--- src/rtl/prm_edge_scan.sv ---
// prm_edge_scan: walks the straight edge cfg_a -> cfg_b in 2^LOG2_STEPS intervals.
// It presents each sample code to an external combinational collision checker.
// Latency: start in cycle T gives samples in T+1..T+STEPS+1 and done in T+STEPS+2.
//   A collision or abort ends the scan early.
// Backpressure: none. The checker must answer chk_mask in the same cycle that
//   chk_valid is high. start is accepted only while idle.
// Ports:
//   CLK, RST_N (async active-low)
//   start/abort  - launch and cancel controls
//   cfg_a/cfg_b  - edge end-point codes (JOINTS unsigned fields of JW bits)
//   chk_code/chk_valid/chk_mask - sample handshake with the collision checker
//   busy/done/edge_free/hit_step - status and result of the last completed scan
module prm_edge_scan #(
    parameter int JOINTS     = 3,
    parameter int JW         = 5,
    parameter int LOG2_STEPS = 4,
    localparam int CW        = JOINTS * JW,
    localparam int KW        = LOG2_STEPS + 1
) (
    input  logic          CLK,
    input  logic          RST_N,
    input  logic          start,
    input  logic          abort,
    input  logic [CW-1:0] cfg_a,
    input  logic [CW-1:0] cfg_b,
    output logic [CW-1:0] chk_code,
    output logic          chk_valid,
    input  logic          chk_mask,
    output logic          busy,
    output logic          done,
    output logic          edge_free,
    output logic [KW-1:0] hit_step
);
    localparam int AW    = JW + LOG2_STEPS + 1;
    localparam int STEPS = 1 << LOG2_STEPS;
    localparam logic [KW-1:0] K_LAST = KW'(STEPS);

    typedef enum logic [1:0] {IDLE = 2'd0, SCAN = 2'd1, DONE = 2'd2} state_t;

    state_t state_q, state_d;

    logic [CW-1:0]        a_q, a_d;
    logic signed [JW:0]   d_q   [JOINTS];
    logic signed [JW:0]   d_d   [JOINTS];
    // acc_q[j] holds (b_j - a_j) * (k+1): the numerator of the sample after the
    // one currently on chk_code, so the next code can be registered directly.
    logic signed [AW-1:0] acc_q [JOINTS];
    logic signed [AW-1:0] acc_d [JOINTS];
    logic [CW-1:0]        chk_code_q, chk_code_d;
    logic [KW-1:0]        k_q, k_d;
    logic                 edge_free_q, edge_free_d;
    logic [KW-1:0]        hit_step_q, hit_step_d;

    logic                 launch;
    logic                 scan_live;
    logic                 last_k;

    assign launch    = (state_q == IDLE) && start;
    assign scan_live = (state_q == SCAN) && !abort;
    assign last_k    = (k_q == K_LAST);

    // State register.
    always_ff @(posedge CLK or negedge RST_N) begin
        if (!RST_N) begin
            state_q <= IDLE;
        end else begin
            state_q <= state_d;
        end
    end

    // Next-state logic; abort outranks a collision in the same cycle.
    always_comb begin
        state_d = state_q;
        case (state_q)
            IDLE: if (start) state_d = SCAN;
            SCAN: begin
                if (abort) begin
                    state_d = IDLE;
                end else if (chk_mask || last_k) begin
                    state_d = DONE;
                end
            end
            DONE:    state_d = IDLE;
            default: state_d = IDLE;
        endcase
    end

    // Output decode.
    always_comb begin
        busy      = 1'b0;
        chk_valid = 1'b0;
        done      = 1'b0;
        case (state_q)
            SCAN: begin
                busy      = 1'b1;
                chk_valid = 1'b1;
            end
            DONE:    done = 1'b1;
            default: ;
        endcase
    end

    // Datapath next-state.
    always_comb begin
        a_d         = a_q;
        d_d         = d_q;
        acc_d       = acc_q;
        chk_code_d  = chk_code_q;
        k_d         = k_q;
        edge_free_d = edge_free_q;
        hit_step_d  = hit_step_q;

        if (launch) begin
            a_d        = cfg_a;
            chk_code_d = cfg_a;
            k_d        = '0;
            for (int j = 0; j < JOINTS; j++) begin
                d_d[j]   = $signed({1'b0, cfg_b[j*JW +: JW]}) - $signed({1'b0, cfg_a[j*JW +: JW]});
                acc_d[j] = {{LOG2_STEPS{d_d[j][JW]}}, d_d[j]};
            end
        end else if (scan_live) begin
            if (chk_mask) begin
                edge_free_d = 1'b0;
                hit_step_d  = k_q;
            end else if (last_k) begin
                edge_free_d = 1'b1;
                hit_step_d  = '0;
            end else begin
                k_d = k_q + KW'(1);
                for (int j = 0; j < JOINTS; j++) begin
                    // Arithmetic shift floors toward minus infinity; the sum always
                    // lands inside [0, 2^JW), so keeping the low JW bits is exact.
                    chk_code_d[j*JW +: JW] = a_q[j*JW +: JW] + JW'(acc_q[j] >>> LOG2_STEPS);
                    acc_d[j] = acc_q[j] + {{LOG2_STEPS{d_q[j][JW]}}, d_q[j]};
                end
            end
        end
    end

    always_ff @(posedge CLK or negedge RST_N) begin
        if (!RST_N) begin
            a_q         <= '0;
            chk_code_q  <= '0;
            k_q         <= '0;
            edge_free_q <= 1'b0;
            hit_step_q  <= '0;
            for (int j = 0; j < JOINTS; j++) begin
                d_q[j]   <= '0;
                acc_q[j] <= '0;
            end
        end else begin
            a_q         <= a_d;
            chk_code_q  <= chk_code_d;
            k_q         <= k_d;
            edge_free_q <= edge_free_d;
            hit_step_q  <= hit_step_d;
            for (int j = 0; j < JOINTS; j++) begin
                d_q[j]   <= d_d[j];
                acc_q[j] <= acc_d[j];
            end
        end
    end

    assign chk_code  = chk_code_q;
    assign edge_free = edge_free_q;
    assign hit_step  = hit_step_q;

endmodule

--- config.mk ---
export PLATFORM = sky130hd
export DESIGN_NAME = prm_edge_scan
export DESIGN_NICKNAME = d
export VERILOG_FILES = /design/src/rtl/prm_edge_scan.sv
export SDC_FILE = /design/constraint.sdc
export NUM_CORES = 1
export LEC_CHECK = 0
export ABC_AREA = 1
export ABC_CLOCK_PERIOD_IN_PS = 2260
export BUFFER_PORTS_ARGS = -buffer_cell sky130_fd_sc_hd__buf_2
export CELL_PAD_IN_SITES_DETAIL_PLACEMENT = 1
export CELL_PAD_IN_SITES_GLOBAL_PLACEMENT = 2
export CORE_MARGIN = 5
export CORE_UTILIZATION = 35
export DETAILED_ROUTE_END_ITERATION = 6
export PLACE_DENSITY_LB_ADDON = 0.1
export SYNTH_ARGS = -nofsm -noshare
export SYNTH_HDL_FRONTEND = slang
export SYNTH_SLANG_ARGS = --single-unit
export TNS_END_PERCENT = 30
--- constraint.sdc ---
create_clock -name CLK -period 2.26 [get_ports CLK]
set_input_delay 0.678 -clock CLK [delete_from_list [all_inputs] [get_ports CLK]]
set_output_delay 0.678 -clock CLK [all_outputs]
set_load 0.05 [all_outputs]
==> out/metrics.yaml, run 1 <==
outcome:
  outcome: "complete, no violations"
timing:
  report.final.hold_viol_count: 0
  rsz0062_at_grt: "false"
  maxSlewViolCount: 0
  slew_headroom_pct: 59.3
  timing.setup.tns_ns: 0
  report.final.setup_viol: 0
  fin_skew_ns: 0.00542
  timing.fmax_mhz: 533
  transition_time_at_the_pin_with_the_least_slew_margin_ns: 0.605
  min_period_over_period_pct: 83.0
  finalCriticalPeriod_ns: 1.88
placement:
  place_congestion: 0.788
  buffer_ports.inserted: 58
  place_area_um2: 6360
  dp_hpwl_um: 11800
worst_setup_path:
  cp_top_family: "flip-flops"
  r2r_start: "d_q[12]"
  crit_path_max_delay_cell_type: "dfrtp_1"
  worst_path_max_fanout: 4
  max_stage_delay_ns: 0.43
  cp-end-kind: "primary output"
  worstReg2RegEnd: "acc_q[26]"
  worstPathArrival_ns: 1.20
  reg2reg_slack_ns: 0.45
  reg2regPathDepth: 9
  timing.critical_path.required_ns: 1.58
  worstPathBufferInverterCount: 1
  series_of_cell_instances_along_the_critical_path: "nor2_1 -> buf_2"
  worst_setup_path_class: "flop to primary output"
  timing.critical_path.from_type: "flop"
detailed_routing:
  routed-via-count: 5086
  route.detailed.vias_per_inst: 4.87
  wire_length_per_cell_after_detailed_routing_um: 14.9
  detail_route.drc_violations: 0
  drt_wl_total_um: 15500
  drt-initial-drc-count: 190
  post_drt_antenna_nets: 0
  iteration_count_of_the_initial_detailed_routing_pass: 4
final_layout:
  final_cell_mix: "nand2_1 (257), inv_1 (99), dfrtp_1 (88)"
  multiInputGateArea_um2: 3110
  num_antenna_cells: 0
  layout.cells.most_common: "nand2_1"
  post_route_cells_drive_above_1_share_pct: 12.4
  final.fill_count: 2089
  layout.area.seq_um2: 2200
  final_design_area_no_fill_um2: 6680
  area_delta_synth_final_pct: 15.3
  num-nets-final: 916
floorplanning:
  design.die.area_um2: 19200
  placeableCoreArea_um2: 16400
  initial_core_util_pct: 35.3
  die_height_um: 139
  core.rowCount: 47
  design.portCount: 59
  die_w_um: 139
clock_tree:
  cts_setup_buffers: 0
  cts-htree-levels: 3
  cts.sink_count: 88
  tritoncts: "built"
  hold_buffers: 0
  root_buffer: "clkbuf_16"
  clk_latency_ns: 0.35
  cts_made_buffers: 9
  clkTransAtPathRegs_ns: 0.06
  ctsResizeCount: 0
  maximum_clock_path_buffer_count: 2
yosys:
  synth.yosys.warnings: 0
  yosys_most_used_dff: "dfrtp_1"
  synth-seq-cells: 88
  post-synth-top-area-cell: "dfrtp_1"
  syn-cell-area_um2: 5790
  post_synth.cell_area_avg_um2: 7.63
  synthTopCellsByArea: "dfrtp_1 (38%), nand2_1 (17%), ha_1 (11%), inv_1 (6.4%), nand3_1 (4.8%)"
  postSynthCellCount: 759
  ys_seq_area_share_pct: 38.0
  mappedNetlistNets: 856
  async_reset_ff_share_pct: 100
  synth_cell_type_count: 28
  synthDominantCellAreaShare_pct: 38.0
  synth_enable_flop_cells: 0
power_and_ir_drop:
  worst_ir_drop_on_vdd_v: 0.000535
  p_per_area_nw_per_um2: 1270
  leakage_nw: 3.69
global_routing:
  gr_util_all_layers_pct: 16.8
  grt_start_max_net_pins: 89
  grt.overflow.total: 0
  antenna_found_initial: 0
  first_global_vias: 5419
  grt_first_pass_wirelength_um: 26700
run:
  maximum_capacitance_violations: 0
min_path:
  hp-class: "primary input to asynchronous set/reset pin"
-- metal layers --
metal	vias to the layer above	routed length, µm	GRT usage, %
met2	43	7610	29.1
met3	13	396	2.86
met1	2503	7330	21.8
li1	2527	-	-
met4	0	207	4.63
met5	-	0	0
-- sequential cells by signal, indices dropped and copies added (netlist names) --
register	count
hit_step	5
d_q	18
a_q	15
edge_free	1
state_q	2
acc_q	27
chk_code	15
k_q	5
-- worst max path at each step --
| stage | slack [ns] | cells past startpoint | startpoint | endpoint |
|---|---|---|---|---|
| 6_report | 0.38 | 2 | state_q[1] | busy |
| 2_1_floorplan | 0.13 | 2 | state_q[1] | chk_valid |
| 4_1_cts | 0.36 | 2 | state_q[1] | busy |
| 3_5_place_dp | 0.10 | 11 | cfg_a[0] | acc_q[24] |
| 5_1_grt | 0.30 | 2 | state_q[1] | busy |
| 3_3_place_gp | 0.14 | 11 | cfg_a[10] | acc_q[4] |
-- cells in the mapped netlist, types with 4 or more instances --
master,number
ha_1,53
a31oi_1,13
a22o_1,5
o21ai_0,19
xnor2_1,8
nor2_1,42
dfrtp_1,88
o211ai_1,5
or2_2,10
nand3_1,55
fa_1,9
a21oi_1,41
xor2_1,14
inv_2,4
buf_2,13
nand4_1,4
nand2_1,257
nand3b_1,6
inv_1,99
-- kinds of logic after synthesis --
| group | count (synthesis) | share of synthesized area, % |
|---|---|---|
| AO/OA/AOI/OAI | 84 | 8.12 |
| flip-flops | 88 | 38.0 |
| buffers and inverters | 121 | 8.32 |
| XOR/XNOR | 22 | 3.33 |
| AND/OR/NAND/NOR | 382 | 27.7 |
| adder cells (fa/ha/maj) | 62 | 14.6 |
-- metrics by stage --
stage          util, %  hold slack (ns)  cells  power (W)  setup slack (ns)
2_1_floorplan        -            0.382    759    0.00584             0.133
3_3_place_gp      38.7            0.451   1028    0.00684             0.140
3_5_place_dp      38.7            0.453   1028    0.00700             0.102
4_1_cts           40.7            0.388   1044    0.00867             0.362
5_1_grt           40.7            0.410   1044    0.00937             0.297
6_report          40.7            0.363   1044    0.00850             0.384
-- power by group --
| group | internal (W) | total (W) | switching [W] | leakage, nW |
|---|---|---|---|---|
| clock network | 0.000948 | 0.00160 | 0.000657 | 0.155 |
| logic | 0.00163 | 0.00438 | 0.00275 | 2.47 |
| registers | 0.00209 | 0.00252 | 0.000429 | 1.07 |
| total | 0.00466 | 0.00850 | 0.00384 | 3.69 |
-- cell type report --
| cell class | instances | share of cell area [%] |
|---|---|---|
| clock buffers | 12 | 3.99 |
| well taps | 220 | 4.12 |
| inverters | 103 | 5.79 |
| repair buffers | 67 | 5.77 |
| flip-flops and latches | 88 | 33.0 |
| multi-input cells | 550 | 46.6 |
| clock inverters | 4 | 0.769 |
Power figures use the tool's default switching activity.
==> inputs of run 2 (changes only) <==
ABC_AREA = 0   (was 1)
ABC_CLOCK_PERIOD_IN_PS = 1950   (was 2260)
CORE_UTILIZATION = 37   (was 35)
clock period = 1.95 ns   (was 2.26 ns; I/O delays follow)
==> run 2 against run 1 <==
Net effect: sequential power is 14% higher; critical path depth is 1 higher; core utilization is 6.4 points higher; sequential share of layout area is 0.90 points lower; global-route usage is 0.46 points higher; sequential cell count stayed put; via count is 7.4% lower; critical endpoint unchanged; largest cell class unchanged; highest routed layer unchanged.
==> out/metrics.yaml, run 2 <==
placement:
  dp_hpwl_um: 11200
  place_congestion: 0.812
  place_worst_setup_slack_ns: -0.348
  buffer_ports.inserted: 58
final_layout:
  largest_reg_by_ff_count: "acc_q"
  layout.cells.most_common: "dfrtp_1"
  layout_top_registers: "acc_q: 27 flops, d_q: 18 flops"
  num-nets-final: 793
  post_route_cells_drive_above_1_share_pct: 22.7
  num_antenna_cells: 0
  area_delta_synth_final_pct: 24.0
  largest_register_ffs: 27
  final_cell_mix: "dfrtp_1 (87), nand2_1 (73), buf_2 (57)"
worst_setup_path:
  worst_setup_path_class: "flop to primary output"
  worstReg2RegEnd: "acc_q[8]"
  r2r_start: "d_q[0]"
  worst_path_max_fanout: 4
  reg2reg_slack_ns: 0.08
  timing.critical_path.from_type: "flop"
  worstPathArrival_ns: 1.32
  worstSetupEndpoint: "busy"
  setup.worst_path.start: "state_q[1]"
  timing.critical_path.required_ns: 1.36
  cp-end-kind: "primary output"
  reg2regPathDepth: 7
timing:
  fin_ws_ns: 0.0457
  maxSlewViolCount: 0
  rsz0062_at_grt: "true"
  report.final.setup_viol: 0
  timing.setup.tns_ns: 0
  slew_headroom_pct: 67.3
  final.hold.worst_slack_ns: 0.284
  fin_skew_ns: 0.00674
  report.final.hold_viol_count: 0
  transition_time_at_the_pin_with_the_least_slew_margin_ns: 0.491
  min_period_over_period_pct: 97.7
  finalCriticalPeriod_ns: 1.90
  timing.fmax_mhz: 525
detailed_routing:
  routed-via-count: 4708
  wire_length_per_cell_after_detailed_routing_um: 17.1
  post_drt_antenna_nets: 0
  drt_wl_total_um: 15100
  detail_route.drc_violations: 0
  iteration_count_of_the_initial_detailed_routing_pass: 4
  route.detailed.vias_per_inst: 5.32
  drt-initial-drc-count: 205
floorplanning:
  design.portCount: 59
  placeableCoreArea_um2: 14600
  core.rowCount: 44
  design.die.area_um2: 17500
  initial_core_util_pct: 38.0
  die_height_um: 132
  die_w_um: 132
power_and_ir_drop:
  worst_ir_drop_on_vdd_v: 0.000506
  p_per_area_nw_per_um2: 1410
  leakage_nw: 3.36
global_routing:
  gr_util_all_layers_pct: 17.3
  grt_start_max_net_pins: 89
  grt_first_pass_wirelength_um: 24900
  first_global_vias: 4946
  grt.overflow.total: 0
  antenna_found_initial: 0
yosys:
  async_reset_ff_share_pct: 100
  synthMostInstantiatedCell: "dfrtp_1"
  post_synth.cell_area_avg_um2: 9.31
  synth_commonest_cells: "dfrtp_1 (88), nand2_1 (73), ha_1 (53)"
  ys_seq_area_share_pct: 39.8
  yosys_most_used_dff: "dfrtp_1"
  synth.yosys.warnings: 0
  synth-seq-cells: 88
  mappedNetlistNets: 692
  synth_enable_flop_cells: 0
  synthTopCellsByArea: "dfrtp_1 (40%), ha_1 (12%), nand2_1 (4.9%), o21ai_0 (3.3%), fa_1 (3.3%)"
  synthDominantCellAreaShare_pct: 39.8
  post-synth-top-area-cell: "dfrtp_1"
  synth_cell_type_count: 48
  postSynthCellCount: 595
  syn-cell-area_um2: 5540
clock_tree:
  tritoncts: "built"
  maximum_clock_path_buffer_count: 2
  cts-htree-levels: 3
  cts_made_buffers: 9
  cts.sink_count: 88
  root_buffer: "clkbuf_16"
  clk_latency_ns: 0.34
  clkTransAtPathRegs_ns: 0.07
outcome:
  outcome: "complete, no violations"
min_path:
  hp-class: "primary input to asynchronous set/reset pin"
run:
  maximum_capacitance_violations: 0
run 2: changes by cell type after synthesis, moves of 16 or more:
cell	before	now
nand2_1	257	73
inv_1	99	34
o21ai_0	19	37
nand3_1	55	11
nor2b_1	0	16
a21o_1	0	21
run 2: layout make-up:
cell class              instances  area (µm²)
flip-flops and latches         88        2200
clock buffers                  11         243
clock inverters                 5        80.1
well taps                     184         230
fillers                      1694        7720
multi-input cells             450        3200
repair buffers                112         776
inverters                      35         131
run 2: per-stage QoR:
stage	cell area (µm²)	utilization [%]	total power [W]	std cells
floorplan	5540	-	0.00633	595
global placement	6390	43.8	0.00749	865
detailed placement	6390	43.8	0.00767	865
CTS	6740	46.2	0.00968	881
global route	6870	47.1	0.0105	885
finish	6870	47.1	0.00970	885
run 2: kinds of logic after synthesis:
logic type,share of synthesized area [%]
adder cells (fa/ha/maj),15.2
XOR/XNOR,3.80
AO/OA/AOI/OAI,19.7
AND/OR/NAND/NOR,17.0
flip-flops,39.8
buffers and inverters,4.50
run 2: worst min path at each step:
stage / end / slack, ns / cells past startpoint
finish: d_q[14] / 0.28 / 2
global route: d_q[12] / 0.32 / 2
CTS: acc_q[20] / 0.30 / 2
detailed placement: a_q[5] / 0.47 / 2
global placement: d_q[0] / 0.47 / 1
floorplan: a_q[0] / 0.29 / 0
run 2: critical path: stages (launching register included):
cell     delay [ns]
dfrtp_1        0.41
buf_4          0.16
nor2b_2        0.13
buf_2          0.28
run 2: power by group:
| group | leakage (nW) | total, W | internal, W | switching, W |
|---|---|---|---|---|
| combinational | 2.13 | 0.00491 | 0.00209 | 0.00282 |
| clock | 0.152 | 0.00192 | 0.00116 | 0.000765 |
| sequential | 1.08 | 0.00287 | 0.00240 | 0.000473 |
| total | 3.36 | 0.00970 | 0.00565 | 0.00405 |
run 2: per-layer routing:
metal  vias up  GRT usage (%)  routed length, µm
li1       2325              -                  -
met2        61           28.5               7230
met5         -              0                  0
met1      2305           23.1               7260
met4         0           5.54                233
met3        17           2.79                400
run 2: what timing repair did:
action	4_1_cts	5_1_grt
resized for setup	6	22
cloned	0	1
buffers inserted	0	3
setup endpoints to repair	29	30
hold buffers	0	0
pin swaps	0	3
